### src/rtl/mips_pkg.sv
// Shared MIPS pipeline definitions: ALU control codes, ALUOp codes, funct codes
// and the ID/EX stage payload.
package mips_pkg;

    localparam int unsigned XLEN    = 32;
    localparam int unsigned RIDX_W  = 5;
    localparam int unsigned IMM_W   = 16;
    localparam int unsigned CTL_W   = 3;
    localparam int unsigned ALUOP_W = 2;
    localparam int unsigned FUNCT_W = 6;

    typedef enum logic [CTL_W-1:0] {
        CTL_AND = 3'b000,
        CTL_OR  = 3'b001,
        CTL_ADD = 3'b010,
        CTL_SUB = 3'b110,
        CTL_SLT = 3'b111
    } alu_ctl_e;

    typedef enum logic [ALUOP_W-1:0] {
        ALUOP_ADD   = 2'b00,
        ALUOP_SUB   = 2'b01,
        ALUOP_RTYPE = 2'b10,
        ALUOP_ORI   = 2'b11
    } aluop_e;

    localparam logic [FUNCT_W-1:0] FUNCT_ADD = 6'b100000;
    localparam logic [FUNCT_W-1:0] FUNCT_SUB = 6'b100010;
    localparam logic [FUNCT_W-1:0] FUNCT_AND = 6'b100100;
    localparam logic [FUNCT_W-1:0] FUNCT_OR  = 6'b100101;
    localparam logic [FUNCT_W-1:0] FUNCT_SLT = 6'b101010;

    // Registered ID/EX payload; all-zero is both the reset value and a bubble.
    typedef struct packed {
        logic              valid;
        logic [CTL_W-1:0]  alu_ctl;
        logic              illegal;
        logic [XLEN-1:0]   rs_data;
        logic [XLEN-1:0]   rt_data;
        logic [XLEN-1:0]   imm;
        logic [RIDX_W-1:0] rs;
        logic [RIDX_W-1:0] rt;
        logic [RIDX_W-1:0] dest;
        logic              alusrc;
        logic              regwrite;
        logic              memread;
        logic              memwrite;
        logic              memtoreg;
    } id_ex_t;

endpackage

### src/rtl/alu_ctl_decode.sv
// ALU control decode: ALUOp plus R-type funct to the 3-bit ALU control code,
// flagging unsupported R-type functs.
module alu_ctl_decode
    import mips_pkg::*;
(
    input  logic [1:0] aluop,
    input  logic [5:0] funct,
    output logic [2:0] ctl,
    output logic       illegal
);

    always_comb begin
        ctl     = CTL_ADD;
        illegal = 1'b0;
        case (aluop)
            ALUOP_ADD: ctl = CTL_ADD;
            ALUOP_SUB: ctl = CTL_SUB;
            ALUOP_ORI: ctl = CTL_OR;
            ALUOP_RTYPE: begin
                case (funct)
                    FUNCT_ADD: ctl = CTL_ADD;
                    FUNCT_SUB: ctl = CTL_SUB;
                    FUNCT_AND: ctl = CTL_AND;
                    FUNCT_OR:  ctl = CTL_OR;
                    FUNCT_SLT: ctl = CTL_SLT;
                    default: begin
                        ctl     = CTL_ADD;
                        illegal = 1'b1;
                    end
                endcase
            end
            default: ctl = CTL_ADD;
        endcase
    end

endmodule

### src/rtl/id_ex_stage.sv
// ID/EX pipeline register with ALU-control decode, immediate extension and
// EX/MEM, MEM/WB operand forwarding feeding the 32-bit ALU.
module id_ex_stage
    import mips_pkg::*;
(
    input  logic        clk,
    input  logic        rst,
    input  logic        stall,
    input  logic        flush,
    input  logic        id_valid,
    input  logic [31:0] id_rs_data,
    input  logic [31:0] id_rt_data,
    input  logic [15:0] id_imm,
    input  logic [4:0]  id_rs,
    input  logic [4:0]  id_rt,
    input  logic [4:0]  id_rd,
    input  logic [1:0]  id_aluop,
    input  logic [5:0]  id_funct,
    input  logic        id_alusrc,
    input  logic        id_regdst,
    input  logic        id_regwrite,
    input  logic        id_memread,
    input  logic        id_memwrite,
    input  logic        id_memtoreg,
    input  logic        exmem_regwrite,
    input  logic [4:0]  exmem_rd,
    input  logic [31:0] exmem_result,
    input  logic        memwb_regwrite,
    input  logic [4:0]  memwb_rd,
    input  logic [31:0] memwb_result,
    output logic        ex_valid,
    output logic [2:0]  ex_alu_ctl,
    output logic [31:0] ex_a,
    output logic [31:0] ex_b,
    output logic [31:0] ex_store_data,
    output logic [4:0]  ex_dest,
    output logic        ex_regwrite,
    output logic        ex_memread,
    output logic        ex_memwrite,
    output logic        ex_memtoreg,
    output logic        ex_illegal
);

    logic [CTL_W-1:0] dec_ctl;
    logic             dec_illegal;
    id_ex_t           nxt;
    id_ex_t           cur;
    logic [XLEN-1:0]  fwd_rs;
    logic [XLEN-1:0]  fwd_rt;

    alu_ctl_decode u_alu_ctl_decode (
        .aluop   (id_aluop),
        .funct   (id_funct),
        .ctl     (dec_ctl),
        .illegal (dec_illegal)
    );

    // Next payload from ID; an illegal funct must never write the register file.
    always_comb begin
        nxt          = '0;
        nxt.valid    = id_valid;
        nxt.alu_ctl  = dec_ctl;
        nxt.illegal  = dec_illegal;
        nxt.rs_data  = id_rs_data;
        nxt.rt_data  = id_rt_data;
        nxt.imm      = (id_aluop == ALUOP_ORI) ? {16'h0000, id_imm}
                                               : {{16{id_imm[IMM_W-1]}}, id_imm};
        nxt.rs       = id_rs;
        nxt.rt       = id_rt;
        nxt.dest     = id_regdst ? id_rd : id_rt;
        nxt.alusrc   = id_alusrc;
        nxt.regwrite = id_regwrite & ~dec_illegal;
        nxt.memread  = id_memread;
        nxt.memwrite = id_memwrite;
        nxt.memtoreg = id_memtoreg;
    end

    // Stage register: reset, then flush (bubble), then stall (hold).
    always_ff @(posedge clk) begin
        if (rst) begin
            cur <= '0;
        end else if (flush) begin
            cur <= '0;
        end else if (!stall) begin
            cur <= nxt;
        end
    end

    // Forwarding: EX/MEM beats MEM/WB; register $0 is never forwarded.
    always_comb begin
        fwd_rs = cur.rs_data;
        if (exmem_regwrite && (exmem_rd != '0) && (exmem_rd == cur.rs)) begin
            fwd_rs = exmem_result;
        end else if (memwb_regwrite && (memwb_rd != '0) && (memwb_rd == cur.rs)) begin
            fwd_rs = memwb_result;
        end

        fwd_rt = cur.rt_data;
        if (exmem_regwrite && (exmem_rd != '0) && (exmem_rd == cur.rt)) begin
            fwd_rt = exmem_result;
        end else if (memwb_regwrite && (memwb_rd != '0) && (memwb_rd == cur.rt)) begin
            fwd_rt = memwb_result;
        end
    end

    assign ex_valid      = cur.valid;
    assign ex_alu_ctl    = cur.alu_ctl;
    assign ex_illegal    = cur.illegal;
    assign ex_a          = fwd_rs;
    assign ex_store_data = fwd_rt;
    assign ex_b          = cur.alusrc ? cur.imm : fwd_rt;
    assign ex_dest       = cur.dest;
    assign ex_regwrite   = cur.regwrite;
    assign ex_memread    = cur.memread;
    assign ex_memwrite   = cur.memwrite;
    assign ex_memtoreg   = cur.memtoreg;

endmodule
### config.mk
export PLATFORM = sky130hd
export DESIGN_NAME = id_ex_stage
export DESIGN_NICKNAME = d
export VERILOG_FILES = /design/src/rtl/mips_pkg.sv /design/src/rtl/alu_ctl_decode.sv /design/src/rtl/id_ex_stage.sv
export SDC_FILE = /design/constraint.sdc
export NUM_CORES = 1
export LEC_CHECK = 0
export ABC_AREA = 1
export CORE_ASPECT_RATIO = 1.75
export CORE_MARGIN = 1
export CORE_UTILIZATION = 41
export CTS_BUF_LIST = sky130_fd_sc_hd__clkbuf_8
export DETAILED_ROUTE_END_ITERATION = 12
export PLACE_DENSITY_LB_ADDON = 0.25
export SLEW_MARGIN = 20
export SYNTH_ARGS = -nofsm -noshare
export SYNTH_HDL_FRONTEND = slang
export SYNTH_HIERARCHICAL = 1
export SYNTH_SLANG_ARGS = --single-unit
### constraint.sdc
create_clock -name clk -period 4.75 [get_ports clk]
set_clock_uncertainty 0.05 [all_clocks]
set_input_delay 0.7125 -clock clk [delete_from_list [all_inputs] [get_ports clk]]
set_output_delay 0.7125 -clock clk [all_outputs]
set_load 0.05 [all_outputs]
## Yosys cells after proc, flatten, opt, wreduce, memory -nomap -nowiden

Cells that the tools add are included.

| storage, ports and cells | value |
|---|---|
| output and inout bits | 110 |
| register bits after elaboration | 121 |

| operators by class | value |
|---|---|
| bitwise operators | 2 |
| reduce and logical (&&, ||, !) cells | 11 |
| equal/unequal tests | 12 |
| muxes and demuxes | 11 |

Operators by type and width:

| operator | count |
|---|---|
| $mux 32 | 6 |
| $eq 6x6->1 const B | 5 |
| $pmux 3 s4 | 2 |
| $eq 5x5->1 | 4 |
| $reduce_bool 5->1 | 2 |
| $logic_and 1x1->1 | 6 |
| $mux 5 | 1 |
| $reduce_or 5->1 | 1 |
| $eq 2x2->1 const B | 2 |
| $eq 2x1->1 const B | 1 |
| $logic_not 2->1 | 1 |
| $mux 1 | 2 |
| $reduce_or 2->1 | 1 |
| $and 1x1->1 | 1 |
| $not 1->1 | 1 |

## Depth between registers and ports, before layout

Gate-level depths: netlist (run 1).

| logic depth | value |
|---|---|
| word-level depth | 6 |
| mapped depth | 11 |
| depth with buffers taken out | 10 |

## By module

Netlist (run 1), hierarchy kept.

By module, submodules not included:

| module | area each (um2) | seq. area each (um2) | instances | cells an instance |
|---|---|---|---|---|
| id_ex_stage | 6,313.6 | 2,122.0 | 1 | 975 |
| alu_ctl_decode | 188.9 | 0.0 | 1 | 34 |

## Worst setup path after synthesis (run 1)

OpenSTA, ideal clock, no wires.

| timing | value |
|---|---|
| path type | input-to-output |
| start point | in exmem_rd[2] |
| end point | out ex_a[10] |
| stages | 8 |
| data arrival time | 1.933 ns |
| path buffers | 1 |
| setup slack | 2.054 ns |
| required time | 3.988 ns |
| cell sequence | nor2_1 -> nand2_1 -> o21ai_2 -> nor3_1 -> nand2_1 -> clkbuf_1 -> nand3_1 -> nand2_1 |

| between the ends | value |
|---|---|
| cells in the longest elaborated chain, start to end | 4 |
| elaborated cells on any way between the ends | 5 |
| classes of those cells | eq/ne (1); mux (1); reduce/logical (3) |

Ends and longest elaborated chain:

| item | line | text |
|---|---|---|
| start, declared | id_ex_stage.sv:26 | `input logic [4:0] exmem_rd,` |
| $reduce_bool 5->1 | id_ex_stage.sv:92 | `if (exmem_regwrite && (exmem_rd != '0) && (exmem_rd == cur.rs)) begin` |
| $logic_and 1x1->1 | id_ex_stage.sv:92 |  |
| $logic_and 1x1->1 * | id_ex_stage.sv:92 |  |
| $mux 32 * | id_ex_stage.sv:92 |  |
| end, declared | id_ex_stage.sv:33 | `output logic [31:0] ex_a,` |

Every way passes the cells marked *; elsewhere a longest branch is shown, timed or not.

## Worst setup path in the final report (run 1)

| timing | value |
|---|---|
| start point | in memwb_rd[2] |
| end point | out ex_b[0] |

| between the ends | value |
|---|---|
| cells in the longest elaborated chain, start to end | 6 |
| elaborated cells on any way between the ends | 7 |
| classes of those cells | eq/ne (1); mux (3); reduce/logical (3) |

Ends and longest elaborated chain:

| item | line | text |
|---|---|---|
| start, declared | id_ex_stage.sv:29 | `input logic [4:0] memwb_rd,` |
| $reduce_bool 5->1 | id_ex_stage.sv:101 | `end else if (memwb_regwrite && (memwb_rd != '0) && (memwb_rd == cur.rt)) begin` |
| $logic_and 1x1->1 | id_ex_stage.sv:101 |  |
| $logic_and 1x1->1 * | id_ex_stage.sv:101 |  |
| $mux 32 * | id_ex_stage.sv:101 |  |
| $mux 32 * | id_ex_stage.sv:99 | `if (exmem_regwrite && (exmem_rd != '0) && (exmem_rd == cur.rt)) begin` |
| $mux 32 * | id_ex_stage.sv:111 | `assign ex_b = cur.alusrc ? cur.imm : fwd_rt;` |
| end, declared | id_ex_stage.sv:34 | `output logic [31:0] ex_b,` |

Marked as above.

==> results.cfg, run 1 <==
[final_layout]
nets = 1441
area_delta_synth_final_pct = 51.8
drive_above_1_share_pct = 12.4
final_cell_mix = 322 x nand2_1, 202 x clkdlybuf4s50_1, 132 x nand3_1
mostFrequentLayoutCell = nand2_1

[cts]
cts_made_buffers = 9
cts.sinks = 106
clock_latency_ns = 0.39
cts_setup_buffers = 0
hold_buffers = 0
post_cts_resized = 0
cts_tree = done
clk_path_buf_depth = 2
cts.reportedPaths.clkPinSlew_ns = 0.11
htree_levels = 3
root_buffer = clkbuf_8

[placed_design]
place.gp.congestion = 0.933
port_buffers = 299
hpwl_um = 18000

[setup_path]
cp_slowest_cell = nand2_1
cp.arrival_ns = 3.11
path_max_fanout = 19
worstSetupStartpointType = input pin
crit_required_ns = 3.99
critical_path_class = in -> out
crit_chain = clkdlybuf4s50_1, nor2_1, nand3_1, nand2_2, nor2_4, nand2_1, buf_4, nand2_1, nand3_1, nand3_1, nand2_1, buf_4
end_kind = primary output
cpPeakStageDelay_ns = 0.54

[detailed_routing]
drt-wirelength-per-cell_um = 17.4
first_pass_iters = 6
vias_per_cell = 5.32
drc = 0
ant_nets = 0
dr_total_vias = 7690
drt_iter0_markers = 429
totalWireLength_um = 25100

[synth]
synth_area_mm2 = 0.00650
synth.avg_cell_area_um2 = 6.44
ys_types = 29
ys_ff_latch = 106
ys_warn_count = 6
ys_seq_area_share_pct = 32.6
ys.flop_type = dfxtp_1
synth_nets = 1199
synth-edff-count = 0
syn_inst = 1009
ys_async_sr_fraction_pct = 0

[timing]
finalSetupViolations = 0
slew_viol_final = 0
fin_tns_setup_ns = 0
fin_crit_sh_pct = 81.5
fmax_mhz = 258
tightest_slew_ns = 0.898
final.min_clock_period_ns = 3.87
hold_viol_final = 0
rsz0062_at_grt = no
slew_headroom_pct = 40.1

[die]
dieArea_mm2 = 0.0164
ios = 300
fp.dieW_um = 97.2
die_height_um = 169
rows = 60
start_util_pct = 42.0
core-area_mm2 = 0.0155

[grt]
grt_start_max_net_pins = 85
grt_pass1_wl_um = 38900
gr-usage-met2_pct = 53.1
grtUsageMet1_pct = 33.7
top_usage_layer = met2
antenna_found_initial = 4
grt.total_usage_pct = 30.1
grt_overflow = 0
grt_pass1_vias = 7410
use_met3_pct = 5.16

[power_and_ir_drop]
power_frac_comb_pct = 32.7
clkPwrFrac_pct = 26.9
powerDensity_mw_per_mm2 = 236
swShare_pct = 35.1
peakVddDrop_v = 0.000122
design_power_total_mw = 2.33
seqPwrFrac_pct = 40.4
p_leak_nw = 4.36
p_sw_uw = 817
p_int_mw = 1.51

[run_status]
outcome = finished clean

[run]
drv_cap = 0

[hold_path]
hp-class = reg -> reg
[worst max-delay path, delay by kind of cell]
family | cells | cell delay, ns
buffers and inverters | 3 | 1.06
AND/OR/NAND/NOR | 9 | 1.33
[metrics by stage]
step | hold slack [ns] | utilization [%] | instance area [µm²] | instances | setup WS, ns
5_1_grt | 0.439 | 63.8 | 9870 | 1446 | 0.728
6_report | 0.420 | 63.8 | 9870 | 1446 | 0.878
4_1_cts | 0.423 | 63.8 | 9860 | 1442 | 0.874
2_1_floorplan | 0.386 | - | 6500 | 1009 | 2.05
3_5_place_dp | 0.406 | 62.4 | 9650 | 1426 | 0.882
3_3_place_gp | 0.401 | 62.4 | 9650 | 1426 | 0.935
[cell type report]
type | count | area [µm²]
Inverter | 55 | 206
Antenna cell | 4 | 10.0
Timing Repair Buffer | 313 | 3260
Tap cell | 186 | 233
Clock inverter | 7 | 90.1
Multi-Input combinational cell | 766 | 3830
Clock buffer | 9 | 124
Sequential cell | 106 | 2120
Fill cell | 1413 | 5590
[cell usage after synthesis, types with 6 or more instances]
master,n,area share (%)
o21ai_0,9,0.69
nand2_2,6,0.58
nand2_1,322,19
buf_4,8,0.92
dfxtp_1,106,33
inv_1,49,2.8
buf_2,26,2.0
buf_1,6,0.35
nand3_1,132,10
xor2_1,11,1.5
clkbuf_1,42,2.4
and2_1,32,3.1
nand3b_1,65,7.5
nor2_1,63,3.6
inv_2,6,0.35
a21oi_1,62,4.8
xnor2_1,7,0.94
a211oi_1,38,4.4
[state kept, by name, summed over array words and instances (netlist names)]
name / cells
cur: 92
ex_dest: 5
ex_alu_ctl: 3
ex_illegal: 1
ex_memread: 1
ex_memtoreg: 1
ex_memwrite: 1
ex_regwrite: 1
ex_valid: 1
[path summary, 6_finish.rpt]
| kind | from | endpoint | slack [ns] | cells past startpoint |
|---|---|---|---|---|
| hold / removal | cur[34] | cur[34] | 0.42 | 2 |
| setup reg to reg | cur[4] | cur[4] | 2.46 | 3 |
| setup / recovery | memwb_rd[2] | ex_b[0] | 0.88 | 12 |
| hold reg to reg | cur[34] | cur[34] | 0.42 | 2 |
[kinds of logic (layout without fill, tap and decap cells)]
| kind of cell | count (synthesis) | in the layout | share of synthesized area, % |
|---|---|---|---|
| other | 0 | 4 | 0 |
| AOI/OAI and AO/OA | 113 | 113 | 10.3 |
| buffers and inverters | 137 | 384 | 8.87 |
| and+or+nand+nor | 633 | 633 | 45.4 |
| xor gates and xnor gates | 18 | 18 | 2.42 |
| DFF | 106 | 106 | 32.6 |
| muxes | 2 | 2 | 0.346 |
[power groups by stage]
stage,Clock [mW],Combinational [mW],Sequential (mW)
finish,0.626,0.761,0.939
global route,0.675,0.805,0.943
CTS,0.637,0.762,0.939
detailed placement,0,0.758,0.959
global placement,0,0.754,0.959
floorplan,0,0.392,0.958
[layer usage]
layer  up-vias  part of all wire [%]  routed length (µm)
met5         -                     0                   0
met4         0                   5.2                1300
met3        81                   6.8                1710
met2       375                    51               12700
met1      3472                    37                9350
li1       3762                     -                   -
Note: power is estimated with default switching activity, not from simulation.
==> run 2: changes to the inputs <==
--- a/config.mk
+++ b/config.mk
@@ -8,7 +8,7 @@
 export ABC_AREA = 1
 export CORE_ASPECT_RATIO = 1.75
 export CORE_MARGIN = 1
-export CORE_UTILIZATION = 41
+export CORE_UTILIZATION = 39
 export CTS_BUF_LIST = sky130_fd_sc_hd__clkbuf_8
 export DETAILED_ROUTE_END_ITERATION = 12
 export PLACE_DENSITY_LB_ADDON = 0.25
==> constraint.sdc (replaced) <==
create_clock -name clk -period 3.5 [get_ports clk]
set_clock_uncertainty 0.05 [all_clocks]
set_input_delay 0.525 -clock clk [delete_from_list [all_inputs] [get_ports clk]]
set_output_delay 0.525 -clock clk [all_outputs]
set_load 0.05 [all_outputs]
==> run 2 against run 1 <==
Effect of this change:
- die area rose by 5.0%
- cell count rose by 3.3%
- highest routed layer unchanged
- critical path depth down 4
- global-route usage fell by 0.70 points
- total power is 33% higher
- flip-flop and latch count is the same
- register-to-register slack got worse by 0.37 ns
==> results.cfg, run 2 (synthesis results as in run 1) <==
[grt]
gr-usage-met2_pct = 54.0
grt.total_usage_pct = 29.4
top_usage_layer = met2
grt_start_max_net_pins = 88
grt_pass1_vias = 7389
grt_pass1_wl_um = 39000
antenna_found_initial = 0
grtUsageMet1_pct = 32.5
use_met3_pct = 4.57
grt_overflow = 0

[final_layout]
final_cell_mix = 321 x nand2_1, 202 x clkdlybuf4s50_1, 132 x nand3_1
fin_area_mm2 = 0.0100
drive_above_1_share_pct = 13.4
final_cells = 1493
mostFrequentLayoutCell = nand2_1
largest-register = cur
diodes = 0
nFillCells = 1559
nets = 1454
largest_reg_flops = 92
area_delta_synth_final_pct = 53.8

[placed_design]
place.gp.congestion = 0.913
dp.cells = 1477
hpwl_um = 18800
port_buffers = 299
placed_area_mm2 = 0.00981

[setup_path]
cp.arrival_ns = 2.52
r2r_start = cur[4]
path_max_fanout = 19
reg2reg_depth = 3
crit_required_ns = 2.92
rrSetupSlack_ns = 2.09
critical_path_class = in -> out
r2r_end = cur[4]
end_kind = primary output
worstSetupStartpointType = input pin

[power_and_ir_drop]
design_power_total_mw = 3.08
swShare_pct = 35.6
clkPwrFrac_pct = 24.8
p_sw_mw = 1.10
seqPwrFrac_pct = 41.2
p_leak_nw = 4.41
peakVddDrop_v = 0.000188
powerDensity_mw_per_mm2 = 308
power_frac_comb_pct = 34.1
p_int_mw = 1.98

[die]
rows = 62
ios = 300
start_util_pct = 39.7
fp.dieW_um = 99.6
core-area_mm2 = 0.0164
die_height_um = 173
dieArea_mm2 = 0.0172

[timing]
slew_headroom_pct = 39.1
rsz0062_at_grt = no
slew_viol_final = 0
fmax_mhz = 324
final.min_clock_period_ns = 3.09
hold_viol_final = 0
fin_crit_sh_pct = 88.3
fin_tns_setup_ns = 0
tightest_slew_ns = 0.913
finalSetupViolations = 0

[hold_path]
whs_path_depth = 2
hp-class = reg -> reg
min_from = cur[78]
hold_path_end = cur[78]

[cts]
root_buffer = clkbuf_8
clk_path_buf_depth = 2
clock_latency_ns = 0.37
cts_made_buffers = 9
cts.reportedPaths.clkPinSlew_ns = 0.11
hold_buffers = 0
post_cts_resized = 0
htree_levels = 3
cts.sinks = 106
cts_setup_buffers = 0
cts_tree = done

[run_status]
outcome = finished clean

[detailed_routing]
drt_iter0_markers = 339
drc = 0
vias_per_cell = 5.10
drt-wirelength-per-cell_um = 17.0
first_pass_iters = 5
ant_nets = 0
dr_total_vias = 7620
totalWireLength_um = 25400

[run]
drv_cap = 0
==> run 2: cell types whose count changed in the layout (fill, tap and decap cells not counted), sizes merged <==
cell      change
buf          +13
diode         -4
bufinv        -1
clkinvlp      +1
==> run 2: cell type report <==
| type | count | area [µm²] | share of cell area [%] |
|---|---|---|---|
| multi-input cells | 766 | 3830 | 38.3 |
| repair buffers | 326 | 3370 | 33.7 |
| flip-flops and latches | 106 | 2120 | 21.2 |
| well taps | 224 | 280 | 2.80 |
| inverters | 55 | 206 | 2.06 |
| clock buffers | 9 | 124 | 1.24 |
| clock inverters | 7 | 67.6 | 0.676 |
==> run 2: through the flow <==
step                hold slack (ns)  setup WS [ns]  utilization (%)
CTS                           0.414          0.413             61.1
detailed placement            0.397          0.429             59.9
global route                  0.433          0.287             61.1
finish                        0.413          0.409             61.1
global placement              0.395          0.457             59.9
floorplan                     0.386           1.18                -
==> run 2: worst max-delay path by stage <==
stage                startpoint  slack, ns                 to
global placement    memwb_rd[4]       0.46           ex_b[29]
global route        exmem_rd[2]       0.29           ex_b[18]
CTS                 memwb_rd[4]       0.41           ex_b[29]
finish              exmem_rd[2]       0.41  ex_store_data[13]
detailed placement  memwb_rd[4]       0.43           ex_b[29]
floorplan           exmem_rd[2]       1.18           ex_a[10]
==> run 2: critical path, cell delays in order <==
cell and delay (ns):
clkdlybuf4s50_1 0.54, xor2_1 0.34, nor2_1 0.09, nand3b_1 0.19
buf_4 0.29, nand3_1 0.17, and2_1 0.17, buf_4 0.18
==> run 2: power groups by stage <==
| stage | Sequential, mW | Clock (mW) | Combinational [mW] |
|---|---|---|---|
| 2_1_floorplan | 1.30 | 0 | 0.532 |
| 3_3_place_gp | 1.30 | 0 | 1.04 |
| 3_5_place_dp | 1.30 | 0 | 1.05 |
| 4_1_cts | 1.27 | 0.787 | 1.05 |
| 5_1_grt | 1.28 | 0.832 | 1.11 |
| 6_report | 1.27 | 0.764 | 1.05 |
==> run 2: routing by layer <==
metal  vias up  part of all wire [%]
li1       3788                     -
met1      3463                    38
met2       314                    52
met3        55                   5.9
met4         0                   4.4
met5         -                     0
